## src/rtl/ifetch_pkg.sv

```systemverilog
// Shared definitions for the instruction fetch engine: parameter defaults and
// the legacy-compatible FSM state encoding.
package ifetch_pkg;

    localparam int DEF_DATA_W  = 16;
    localparam int DEF_ADDR_W  = 16;
    localparam int DEF_TIMEOUT = 15;

    // Watchdog counter width covers the full 1..255 TIMEOUT range.
    localparam int WDOG_W  = 8;
    localparam int STATE_W = 3;

    typedef logic [STATE_W-1:0] state_t;

    localparam state_t ST_IDLE = 3'd0;
    localparam state_t ST_REQ  = 3'd1;
    localparam state_t ST_HOLD = 3'd2;
    localparam state_t ST_ADV  = 3'd3;
    localparam state_t ST_ERR  = 3'd4;

endpackage

```

## src/rtl/ifetch_watchdog.sv

```systemverilog
// Fetch-timeout watchdog: counts REQ cycles without mem_ack and flags expiry
// during the TIMEOUT-th such cycle so the FSM can leave REQ on that edge.
module ifetch_watchdog
    import ifetch_pkg::*;
#(
    parameter int TIMEOUT = DEF_TIMEOUT
) (
    input  logic clock,
    input  logic clear,
    input  logic start,
    input  logic run,
    input  logic ack,
    output logic expired
);

    logic [WDOG_W-1:0] count;

    // NOTE: sequential state uses non-blocking assignments so every flop samples pre-edge values.
    always_ff @(posedge clock or posedge clear) begin
        if (clear) begin
            count <= '0;
        end else if (start) begin
            count <= '0;
        end else if (run && !ack) begin
            count <= count + WDOG_W'(1);
        end
    end

    assign expired = run && !ack && (count == WDOG_W'(TIMEOUT - 1));

endmodule

```

## src/rtl/instr_fetch.sv

```systemverilog
// Instruction fetch engine: IDLE -> REQ -> HOLD -> ADV handshake between PC,
// instruction memory and decoder. Define IFETCH_TIMEOUT_EN to add the watchdog.
module instr_fetch
    import ifetch_pkg::*;
#(
    parameter int DATA_W  = DEF_DATA_W,
    parameter int ADDR_W  = DEF_ADDR_W,
    parameter int TIMEOUT = DEF_TIMEOUT
) (
    input  logic              clock,
    input  logic              clear,
    input  logic [ADDR_W-1:0] pc_address,
    output logic              up,
    input  logic              halt,
    output logic              mem_req,
    output logic [ADDR_W-1:0] mem_addr,
    input  logic              mem_ack,
    input  logic [DATA_W-1:0] mem_data,
    output logic [DATA_W-1:0] ir,
    output logic              ir_valid,
    input  logic              ir_ready,
    output logic              err
);

    state_t state;
    logic   fetch_start;

    assign fetch_start = (state == ST_IDLE) && !halt;

`ifdef IFETCH_TIMEOUT_EN
    logic wdog_expired;

    ifetch_watchdog #(
        .TIMEOUT (TIMEOUT)
    ) u_watchdog (
        .clock   (clock),
        .clear   (clear),
        .start   (fetch_start),
        .run     (state == ST_REQ),
        .ack     (mem_ack),
        .expired (wdog_expired)
    );
`else
    assign err = 1'b0;
`endif

    // Asynchronous clear drops mem_req mid-cycle, so memory sees the abort at once.
    always_ff @(posedge clock or posedge clear) begin
        if (clear) begin
            state    <= ST_IDLE;
            mem_req  <= 1'b0;
            mem_addr <= '0;
            ir       <= '0;
            ir_valid <= 1'b0;
            up       <= 1'b0;
`ifdef IFETCH_TIMEOUT_EN
            err      <= 1'b0;
`endif
        end else begin
            // NOTE: default-low here turns the single assignment in HOLD into a one-cycle pulse.
            up <= 1'b0;
            case (state)
                ST_IDLE: begin
                    if (fetch_start) begin
                        mem_addr <= pc_address;
                        mem_req  <= 1'b1;
                        state    <= ST_REQ;
                    end
                end
                ST_REQ: begin
                    if (mem_ack) begin
                        ir       <= mem_data;
                        ir_valid <= 1'b1;
                        mem_req  <= 1'b0;
                        state    <= ST_HOLD;
                    end
`ifdef IFETCH_TIMEOUT_EN
                    else if (wdog_expired) begin
                        mem_req <= 1'b0;
                        err     <= 1'b1;
                        state   <= ST_ERR;
                    end
`endif
                end
                ST_HOLD: begin
                    if (ir_ready) begin
                        ir_valid <= 1'b0;
                        up       <= 1'b1;
                        state    <= ST_ADV;
                    end
                end
                ST_ADV:  state <= ST_IDLE;
                ST_ERR:  state <= ST_ERR;
                default: state <= ST_IDLE;
            endcase
        end
    end

endmodule

```

## config.mk

```make
export PLATFORM = sky130hd
export DESIGN_NAME = instr_fetch
export DESIGN_NICKNAME = d
export VERILOG_FILES = /design/src/rtl/ifetch_pkg.sv /design/src/rtl/ifetch_watchdog.sv /design/src/rtl/instr_fetch.sv
export SDC_FILE = /design/constraint.sdc
export NUM_CORES = 1
export LEC_CHECK = 0
export ABC_AREA = 1
export CORE_MARGIN = 8
export CORE_UTILIZATION = 38
export CTS_CLUSTER_DIAMETER = 100
export DETAILED_ROUTE_END_ITERATION = 10
export GPL_TIMING_DRIVEN = 0
export PLACE_DENSITY = 0.76
export SLEW_MARGIN = 5
export SYNTH_ARGS = -nofsm -noshare
export SYNTH_HDL_FRONTEND = slang
export SYNTH_HIERARCHICAL = 1
export SYNTH_SLANG_ARGS = --single-unit
```

## constraint.sdc

```tcl
create_clock -name clock -period 1.2 [get_ports clock]
set_input_delay 0.18 -clock clock [delete_from_list [all_inputs] [get_ports clock]]
set_output_delay 0.18 -clock clock [all_outputs]
set_load 0.05 [all_outputs]
```

==> impl_metrics.toml <==
[die]
initial_utilization_pct = 39.3
dieArea_um2 = 6900
die_x_um = 83.1
die_h_um = 83.1
rows = 24
ioPinCount = 73
core_region_area_um2 = 4350

[timing]
setup_viol = 0
rsz0062_at_grt = "true"
period_minus_slack_ns = 1.16
tightest_slew_ns = 0.784
maxSlewHeadroom_pct = 47.7
hold_viol = 0
fmax_ghz = 0.863
slew_viol_final = 0
fin_crit_sh_pct = 96.6
fin_skew_ns = 0.00924

[flow_run]
cap_violations = 0

[finish]
fin_nets = 288
stdcell_area_um2 = 2440
fin_cells = 304
drive_gt1_share_pct = 38.1
post-route-util_pct = 56.1
antennaDiodeCount = 0
n_fill_cell = 404
syn_to_final_growth_pct = 42.8

[yosys]
synth_edf_count = 0
synth_top_cell_area_share_pct = 55.6
synthDistinctLibCells = 15
synthCells = 169
syn_area_um2 = 1710
yosys_most_used_dff = "dfrtp_1"
avgSynthCellArea_um2 = 10.1
synth_top_cell_by_area = "dfrtp_1"
synth.most_common_cell = "nand2_1"
syn-num-nets = 206
synth.area.top_cells = "dfrtp_1, o21ai_2, nand2_1, inv_1, buf_6"
yosysWarnings = 6
synthArstFlopShare_pct = 100
ys_top_cells_by_count = "nand2_1, dfrtp_1, inv_1"
ys_seq_area_share_pct = 55.6
ys_ff_latch = 38

[clocking]
ctsHoldBuffers = 0
cts_sinks = 38
clk-insertion-delay-late_ns = 0.29
clk_pin_slew_ns = 0.08
cts_tree = "yes"
cts_root_buffer = "clkbuf_8"
h-tree-depth = 2
cts_buffer_depth = 2
numCtsBuffers = 5

[global_routing]
grt_max_degree = 39
grt_pass1_wl_um = 6720
grt_overflow = 0
grt_pass1_vias = 1350
grt_antenna_before_repair = 0
grt_usage_pct = 11.9

[place]
io_buffer_count = 71
placed_cells = 292
gp_congestion = 0.738
hpwlAfterDp_um = 2950
placed_cell_area_um2 = 2490

[worst_setup_path]
reg2reg_to = "ir[2]"
endpoint = "ir[2]"
cp-startpoint = "state[2]"
start_kind = "flip-flop"
r2r.worst_path.cells = 5
required_ns = 1.38
cp-end-kind = "flip-flop"
arrival_ns = 1.34
reg2reg_from = "state[2]"
worstSetupPathType = "flip-flop to flip-flop"
r2r_setup_slack_ns = 0.04
path_max_fanout = 10

[detailed_routing]
post-route-drc-count = 0
post_drt_wl_per_cell_um = 13.1
dr_total_vias = 1314
first_pass_iters = 4
vias_per_cell = 4.32
ant_nets = 0
finalWirelength_um = 3980
drt_iter0_markers = 85

[pwr]
power_density_nw_per_um2 = 3000
leakage_nw = 1.31
ir_drop_mv = 1.39

[outcome]
status = "finished clean"

[hold_path]
min_path_type = "input port to asynchronous set/reset pin"
==> layout by cell type (no fill, tap or decap), types with 2 or more instances in the layout <==
cell type        instances
nand2_1                 41
clkdlybuf4s50_1         36
inv_1                   35
dfrtp_1                 35
buf_2                   35
o21ai_2                 32
clkbuf_8                 6
buf_6                    5
nand3_1                  5
buf_4                    5
dfrtp_2                  3
nor2_4                   2
inv_2                    2
==> power by group <==
group / internal, mW / leakage, nW / switching (mW)
clock network: 0.462 / 0.0472 / 0.447
logic: 1.17 / 0.792 / 3.06
registers: 1.87 / 0.472 / 0.313
total: 3.50 / 1.31 / 3.82
==> per-layer routing <==
layer | track usage (%) | share of wire [%] | up-vias
met2 | 17.4 | 45 | 49
li1 | - | - | 672
met4 | 3.51 | 0.86 | 0
met3 | 6.45 | 8.8 | 5
met5 | 0 | 0 | -
met1 | 14.7 | 45 | 588
==> area by class of cell <==
type	instances	area (um^2)	area share [%]
plain buffers	7	78.8	3.23
clock buffers	6	82.6	3.38
clock inverters	2	12.5	0.512
inverters	37	139	5.69
multi-input cells	87	544	22.3
flip-flops and latches	38	955	39.1
well taps	52	65.1	2.66
repair buffers	75	566	23.2
==> cell families (layout without fill, tap and decap cells) <==
family                 count (synthesis)  count (layout)  share of synthesized area, %
flip-flops                            38              38                          55.6
buffers and inverters                 44             127                          12.7
AND/OR/NAND/NOR                       54              54                          15.1
other                                  1               1                         0.219
AO/OA/AOI/OAI                         32              32                          16.4
==> through the flow <==
step	setup slack, ns	total power, mW	hold slack, ns	setup TNS, ns
3_3_place_gp	-0.731	6.85	0.455	-32.88
2_1_floorplan	0.0796	5.41	0.308	0
3_5_place_dp	-0.148	6.91	0.457	-7.44
4_1_cts	0.000122	7.44	0.389	0
5_1_grt	-0.0164	7.79	0.420	-0.0732
6_report	0.0413	7.32	0.355	0
==> registers in the layout, summed over array words and instances, names as in the netlist <==
name      flops
state         3
ir           16
mem_req       1
ir_valid      1
up            1
mem_addr     16
==> worst min path at each step <==
stage | end | cells past startpoint
5_1_grt | up | 3
3_5_place_dp | ir_valid | 2
4_1_cts | mem_req | 2
3_3_place_gp | mem_req | 2
2_1_floorplan | up | 2
6_report | mem_req | 2
==> timing repair <==
| item | 4_1_cts | 5_1_grt |
|---|---|---|
| setup buffers | 0 | 4 |
| endpoints found under the setup margin | 57 | 38 |
| pin swaps | 0 | 3 |
| resized for setup | 155 | 25 |
==> critical path, cell delays in order, from the launching register on <==
cell and delay (ns):
dfrtp_2 0.45, nor2_4 0.17, nand3_4 0.13, buf_6 0.17, nand2_1 0.07, o21ai_2 0.05
Power figures use the tool's default switching activity.
